### src/rtl/mux_skid_pipe_pkg.sv
// mux_pkg: shared types, defaults and helpers for the mux_skid_pipe datapath
// stage and its skid register.
package mux_pkg;

  localparam int DEF_WIDTH = 16;
  localparam int DEF_N     = 4;

  typedef enum logic [1:0] {
    EMPTY = 2'd0,
    ONE   = 2'd1,
    FULL  = 2'd2
  } skid_state_t;

  // Gray-to-binary conversion. Callers zero-extend a narrower code to 32 bits
  // and truncate the result back; leading zeros leave the low bits unchanged,
  // so this works for any select width up to 32.
  function automatic logic [31:0] gray2bin(input logic [31:0] g);
    logic [31:0] b;
    b[31] = g[31];
    for (int i = 30; i >= 0; i--) begin
      b[i] = b[i+1] ^ g[i];
    end
    return b;
  endfunction

endpackage

### src/rtl/mux_skid_pipe_skid.sv
// skid_reg2: two-entry registered skid stage with valid/ready on both sides.
// The main register feeds the output. The skid register catches the one word
// accepted while the output is stalled. in_ready and out_valid are flops so
// that no combinational path crosses the stage.
module skid_reg2
  import mux_pkg::*;
#(
  parameter int PW = 18
) (
  input  logic          clk_i,
  input  logic          rst_i,
  input  logic [PW-1:0] data_i,
  input  logic          valid_i,
  output logic          ready_o,
  output logic [PW-1:0] data_o,
  output logic          valid_o,
  input  logic          ready_i
);

  skid_state_t   state_q, state_d;
  logic [PW-1:0] main_q, main_d;
  logic [PW-1:0] skid_q, skid_d;
  logic          in_ready_q;
  logic          out_valid_q;
  logic          accept;
  logic          xfer;

  assign accept  = valid_i & in_ready_q;
  assign xfer    = out_valid_q & ready_i;
  assign ready_o = in_ready_q;
  assign valid_o = out_valid_q;
  assign data_o  = main_q;

  // Next-state and register-load decisions for the EMPTY/ONE/FULL occupancy machine
  always_comb begin
    state_d = state_q;
    main_d  = main_q;
    skid_d  = skid_q;
    case (state_q)
      EMPTY: begin
        if (accept) begin
          main_d  = data_i;
          state_d = ONE;
        end
      end
      ONE: begin
        if (accept && xfer) begin
          main_d = data_i;
        end else if (accept) begin
          skid_d  = data_i;
          state_d = FULL;
        end else if (xfer) begin
          state_d = EMPTY;
        end
      end
      FULL: begin
        if (xfer) begin
          main_d  = skid_q;
          state_d = ONE;
        end
      end
      default: state_d = EMPTY;
    endcase
  end

  // State, data registers and the registered handshake flags derived from the next state
  always_ff @(posedge clk_i or posedge rst_i) begin
    if (rst_i) begin
      state_q     <= EMPTY;
      main_q      <= '0;
      skid_q      <= '0;
      in_ready_q  <= 1'b1;
      out_valid_q <= 1'b0;
    end else begin
      state_q     <= state_d;
      main_q      <= main_d;
      skid_q      <= skid_d;
      in_ready_q  <= (state_d != FULL);
      out_valid_q <= (state_d != EMPTY);
    end
  end

endmodule

### src/rtl/mux_skid_pipe.sv
// mux_skid_pipe: N:1 operand mux followed by a registered two-entry skid stage.
// The select is optionally Gray-coded (GRAY_SEL) to keep the legacy control
// encoding. Out-of-range selects forward zero data tagged with the raw index.
// Define MUX_SEL_CHECK_EN to build the sticky out-of-range flag sel_err.
// Without it, sel_err is tied low.
module mux_skid_pipe
  import mux_pkg::*;
#(
  parameter  int WIDTH    = DEF_WIDTH,
  parameter  int N        = DEF_N,
  parameter  int GRAY_SEL = 1,
  localparam int SW       = $clog2(N)
) (
  input  logic                  Clk,
  input  logic                  Reset,
  input  logic [N-1:0][WIDTH-1:0] d,
  input  logic [SW-1:0]         select,
  input  logic                  in_valid,
  output logic                  in_ready,
  output logic [WIDTH-1:0]      dout,
  output logic [SW-1:0]         dout_sel,
  output logic                  out_valid,
  input  logic                  out_ready,
  output logic                  sel_err
);

  logic [SW-1:0]       idx;
  logic [WIDTH-1:0]    mux_data;
  logic [SW+WIDTH-1:0] payload_in;
  logic [SW+WIDTH-1:0] payload_out;

  // Turn the incoming select into a binary channel index
  always_comb begin
    idx = select;
    if (GRAY_SEL != 0) begin
      idx = SW'(gray2bin(32'(select)));
    end
  end

  // Channel mux; an index with no matching channel leaves the data at zero
  always_comb begin
    mux_data = '0;
    for (int i = 0; i < N; i++) begin
      if (idx == SW'(i)) begin
        mux_data = d[i];
      end
    end
  end

  assign payload_in = {idx, mux_data};

  skid_reg2 #(
    .PW(SW + WIDTH)
  ) u_skid (
    .clk_i  (Clk),
    .rst_i  (Reset),
    .data_i (payload_in),
    .valid_i(in_valid),
    .ready_o(in_ready),
    .data_o (payload_out),
    .valid_o(out_valid),
    .ready_i(out_ready)
  );

  assign dout     = payload_out[WIDTH-1:0];
  assign dout_sel = payload_out[SW+WIDTH-1:WIDTH];

`ifdef MUX_SEL_CHECK_EN
  logic in_range;
  logic sel_err_q, sel_err_d;

  // Decide whether the current index names a real channel
  always_comb begin
    in_range = 1'b0;
    for (int i = 0; i < N; i++) begin
      if (idx == SW'(i)) begin
        in_range = 1'b1;
      end
    end
    sel_err_d = sel_err_q | (in_valid & in_ready & ~in_range);
  end

  // Sticky flag: once an out-of-range select is accepted, only reset clears it
  always_ff @(posedge Clk or posedge Reset) begin
    if (Reset) begin
      sel_err_q <= 1'b0;
    end else begin
      sel_err_q <= sel_err_d;
    end
  end

  assign sel_err = sel_err_q;
`else
  assign sel_err = 1'b0;
`endif

endmodule
### config.mk
export PLATFORM = sky130hd
export DESIGN_NAME = mux_skid_pipe
export DESIGN_NICKNAME = d
export VERILOG_FILES = /design/src/rtl/mux_skid_pipe_pkg.sv /design/src/rtl/mux_skid_pipe_skid.sv /design/src/rtl/mux_skid_pipe.sv
export SDC_FILE = /design/constraint.sdc
export NUM_CORES = 1
export LEC_CHECK = 0
export ABC_AREA = 1
export BUFFER_PORTS_ARGS = -buffer_cell sky130_fd_sc_hd__buf_2
export CORE_MARGIN = 10
export CORE_UTILIZATION = 28
export DETAILED_ROUTE_END_ITERATION = 8
export PLACE_DENSITY = 0.59
export SETUP_SLACK_MARGIN = 0.2
export SLEW_MARGIN = 0
export SYNTH_ARGS = -nofsm -noshare
export SYNTH_HDL_FRONTEND = slang
export SYNTH_SLANG_ARGS = --single-unit
### constraint.sdc
create_clock -name Clk -period 1.9 [get_ports Clk]
set_input_delay 0.285 -clock Clk [delete_from_list [all_inputs] [get_ports Clk]]
set_output_delay 0.285 -clock Clk [all_outputs]
set_load 0.005 [all_outputs]
# --- Yosys cells after proc, flatten, opt, wreduce, memory -nomap -nowiden ---
# Index checks and enable logic that the tools add are counted.
# Widths: inputs -> output; s select.
classes:
  eq_ne: 9
  n_mux: 14
  bitwise: 4
  n_reduce_logical: 7
ops:
  columns: ["op", "count"]
  rows:
  - ["$mux 16", 4]
  - ["$mux 18", 3]
  - ["$pmux 18 s3", 1]
  - ["$mux 2", 5]
  - ["$eq 2x2->1 const B", 3]
  - ["$ne 2x1->1 const B", 3]
  - ["$pmux 2 s3", 1]
  - ["$eq 2x1->1 const B", 2]
  - ["$logic_not 2->1", 2]
  - ["$reduce_and 4->1", 1]
  - ["$reduce_and 3->1", 1]
  - ["$reduce_bool 3->1", 1]
  - ["$and 1x1->1", 2]
  - ["$ne 2x2->1 const B", 1]
  - ["$reduce_bool 2->1", 1]
  - ["$logic_and 1x1->1", 1]
  - ["$not 1->1", 1]
  - ["$xor 1x1->1", 1]
word_totals:
  regBits: 40
  in_bits: 70
  word_cells: 39

# --- Logic depth before layout (Yosys ltp) ---
depth:
  ltp_word: 8
  depth_mapped: 11
  ltp_nobuf: 9

# --- Cells and area by module ---
# Synthesis repeated with hierarchy kept, for this count alone.
hier_totals:
  hier_cells: 383
  hier_area_um2: 2673.8
modules_own_cells:
  columns: ["module", "instances", "cells_per_inst", "area_per_inst_um2"]
  rows:
  - ["skid_reg2", 1, 235, 1864.3]
  - ["mux_skid_pipe", 1, 148, 809.5]

# --- Worst setup path before layout ---
# Ideal clock, no wire load.
synth_timing:
  path_kind: "reg-to-reg"
  from: "reg u_skid.in_ready_q, in the netlist u_skid.ready_o"
  to: "reg u_skid.skid_q[17]"
  setup_time_ns: 0.119
  t_arrival_ns: 1.250
  slack_ns: 0.531
  stages_incl_launch_ff: 7
  path_buffers: 1
  synth_period_minus_slack_ns: 1.369
  cell_sequence: "dfstp_2 nand2_1 nor3_4 inv_2 buf_2 nand2_1 o21ai_2"
synth_between:
  elab_chain_len: 4
synth_rtl:
  columns: ["element", "line_no", "rtl"]
  rows:
  - ["start: declaration", "mux_skid_pipe_skid.sv:23", "logic in_ready_q;"]
  - ["start signal: assignment", "mux_skid_pipe_skid.sv:78", "in_ready_q <= (state_d != FULL);"]
  - ["$and 1x1->1 (*)", "mux_skid_pipe_skid.sv:28", "assign accept = valid_i & in_ready_q;"]
  - ["$logic_and 1x1->1", "mux_skid_pipe_skid.sv:47", "if (accept && xfer) begin"]
  - ["$not 1->1 (no source line)", null, null]
  - ["$reduce_and 3->1 (no source line) (*)", null, null]
  - ["end signal: assignment", "mux_skid_pipe_skid.sv:77", "skid_q <= skid_d;"]
  - ["end: declaration", "mux_skid_pipe_skid.sv:22", "logic [PW-1:0] skid_q, skid_d;"]
# Mark *: on every way between the ends. The rest lies on a longest branch, timed or not.
# A chain may end at the register's enable or synchronous reset.

# --- Worst setup path in the final report ---
layout_timing:
  from: "reg u_skid.in_ready_q, in the netlist u_skid.ready_o"
  to: "reg u_skid.main_q[11], in the netlist u_skid.data_o[11]"
layout_between:
  elab_chain_len: 4
  elab_cells_between_ends: 5
  cone_classes: "2 x eq/ne; 1 x bitwise; 2 x reduce/logical"
layout_rtl:
  columns: ["element", "line_no", "rtl"]
  rows:
  - ["$and 1x1->1 (*)", "mux_skid_pipe_skid.sv:28", null]
  - ["$logic_and 1x1->1", "mux_skid_pipe_skid.sv:47", null]
  - ["$ne 2x1->1 (no source line)", null, null]
  - ["$reduce_and 4->1 (no source line) (*)", null, null]
  - ["end signal: assignment", "mux_skid_pipe_skid.sv:76", "main_q <= main_d;"]
  - ["end: declaration", "mux_skid_pipe_skid.sv:21", "logic [PW-1:0] main_q, main_d;"]
# Marks and branches as above.

==> flow_summary.yaml <==
synthesis:
  yosys_register_bits: 40
  yosysWarnings: 0
  synth_nets: 452
  synth_cells: 378
  ys_seq_area_share_pct: 40.07
  synth_cell_types: 21
  syn_avg_cell_area_um2: 6.617
  synthesis.area_mm2: 0.002501
layout:
  multi_input_area_mm2: 0.001280
  syn_to_final_growth_pct: 27.01
  num-fill-cells: 949
  layout-drive-gt1-share_pct: 27.71
  antenna_cells: 0
  final_common_cell: "nand2_1"
  post-route-cell-area_mm2: 0.003177
  final-seq-area_mm2: 0.001002
  nNetsFinal: 535
  layout_common_cells: "nand2_1, buf_2, dfrtp_1"
setup_path:
  crit_arrival_ns: 1.69
  cp-end-kind: "flop"
  cp.required_ns: 2.15
  critPathKind: "reg -> reg"
  critPathLaunch: "u_skid.ready_o"
  start_kind: "flop"
  cp_max_fo: 35
  crit-reg2reg-launch: "u_skid.ready_o"
routing:
  antenna_left: 0
  vias: 2587
  post_drt_wl_per_cell_um: 14.26
  vias_per_cell: 4.539
  totalWireLength_mm: 8.128
  dr.pass1.iters: 4
  drc: 0
  drtIter0Drc: 212
grt:
  grt.overflow.total: 0
  grt_pass1_vias: 2742
  grt_antenna_before_repair: 0
  grt_max_degree: 41
  grt_pass1_wl_mm: 13.42
  groute.usage.overall_pct: 12.72
timing:
  final_max_slew_viol_count: 0
  setup_violations: 0
  worst_pin_slew_ns: 0.6314
  finalCriticalPeriod_ns: 1.440
  hold_violations: 0
  grt_setup_unrepaired: "false"
  slew_headroom_pct: 57.91
  fin_setup_tns_ns: 0
  clock_skew_ns: 0.01036
  fmaxAchievable_mhz: 694.3
  timing.final.crit_share_pct: 75.81
clock_network:
  post_cts_buffers: 0
  clk_pin_slew_ns: 0.09
  clock_path_buffers: 2
  cts_tree: "done"
  insertion_delay_ns: 0.31
  h-tree-depth: 2
  cts_buffers: 5
  cts_num_sinks: 40
  cts-root-buf: "clkbuf_8"
  cts_resized: 0
  ctsHoldBuffers: 0
power:
  peakVddDrop_uv: 905.1
  power.share.clock_pct: 18.3
  switching_share_pct: 41.36
  p_leak_nw: 1.922
  p_per_area_mw_per_mm2: 1237
  p_comb_share_pct: 44.2
  p_sw_w: 0.001626
  pwr-share-seq_pct: 37.5
  intPower_w: 0.002305
floorplanning:
  coreArea_mm2: 0.008721
  ios: 91
  die_y_um: 114.5
  dieArea_mm2: 0.01311
  start_util_pct: 28.68
  rows: 34
  fp.dieW_um: 114.5
placed_design:
  place.gp.congestion: 0.8290
  dpl.hpwl_mm: 6.138
  io_buffers: 89
  place_area_mm2: 0.003065
run:
  drv_cap: 0
hold_path:
  hp-class: "in -> async"
status:
  outcome: "complete, no violations"
[power by group through the flow]
stage	clock network [W]	registers, W	logic (W)
CTS	0.000736	0.00147	0.00178
global placement	0	0.00147	0.00175
finish	0.000719	0.00148	0.00174
global route	0.000782	0.00152	0.00201
floorplan	0	0.00146	0.00120
detailed placement	0	0.00148	0.00177
[cell usage after synthesis]
cell type  number  area share [%]
buf_2          10             2.0
a21oi_1        34             6.8
o21ai_0         2            0.40
dfrtp_1        39              39
inv_1          24             3.6
clkbuf_1        7             1.1
buf_4           2            0.60
ha_1            4             2.0
nor3_1          1            0.20
nand3_1        32             6.4
nand2_1       174              26
nor2_2         10             2.5
o21ai_2         3             1.1
nand2_2         3            0.75
inv_2           4            0.60
dfstp_2         1             1.1
nand3_4         1            0.70
nor2_1         23             3.5
nor3_4          1            0.65
buf_6           2            0.90
conb_1          1            0.15
[worst max-delay path, cell delays in order (launching register included)]
cell     delay [ns]
dfstp_2        0.53
nand2_1        0.12
nand2_2        0.12
nand3_4        0.07
buf_4          0.27
nor2_1         0.15
nand2_1        0.06
nand2_1        0.05
[metrics by stage]
stage	setup WS [ns]	power, W	cells	utilization, %	hold WS, ns
floorplan	0.5307	0.002667	378	-	0.4495
global placement	0.2426	0.003222	562	35.15	0.4517
detailed placement	0.1956	0.003257	562	35.15	0.4547
CTS	0.4595	0.003990	570	36.43	0.1218
global route	0.3137	0.004318	570	36.43	0.1525
finish	0.4596	0.003931	570	36.43	0.09897
[flip-flops by register name, indices dropped and copies added, names as in the netlist]
signal,cells
u_skid.skid_q,18
u_skid.data_o,18
u_skid.ready_o,1
u_skid.state_q,2
u_skid.valid_o,1
[cells by family (layout without fill, tap and decap cells)]
logic type / count (synthesis) / after routing / synth area share, %
adders and majority gates: 4 / 4 / 2.001
and+or+nand+nor: 245 / 245 / 40.77
buffers and inverters: 49 / 133 / 8.754
other: 1 / 1 / 0.1499
DFF: 40 / 40 / 40.07
AOI/OAI and AO/OA: 39 / 39 / 8.254
[layer usage]
metal / vias to the layer above / track usage, % / share of wire, %
li1: 1330 / - / -
met1: 1179 / 14.66 / 42
met2: 72 / 22.12 / 49
met3: 6 / 4.036 / 8.1
met4: 0 / 3.258 / 0.59
met5: - / 0 / 0
[area by class of cell]
class,count,area share (%)
clock buffer,5,2.166
clock inverter,3,1.339
inverter,28,3.308
multi-input combinational,289,40.29
sequential,40,31.55
tap,108,4.254
timing repair buffer,97,17.09
[final timing paths]
kind	endpoint	slack (ns)	depth (start not counted)
max in group asynchronous	u_skid.ready_o	1.42	3
min in group Clk	u_skid.skid_q[9]	0.30	5
min reg2reg	u_skid.data_o[17]	0.48	2
max	u_skid.data_o[11]	0.46	7
max reg2reg	u_skid.data_o[11]	0.46	7
min	u_skid.skid_q[8]	0.1	3
(Power assumes the default switching activity.)
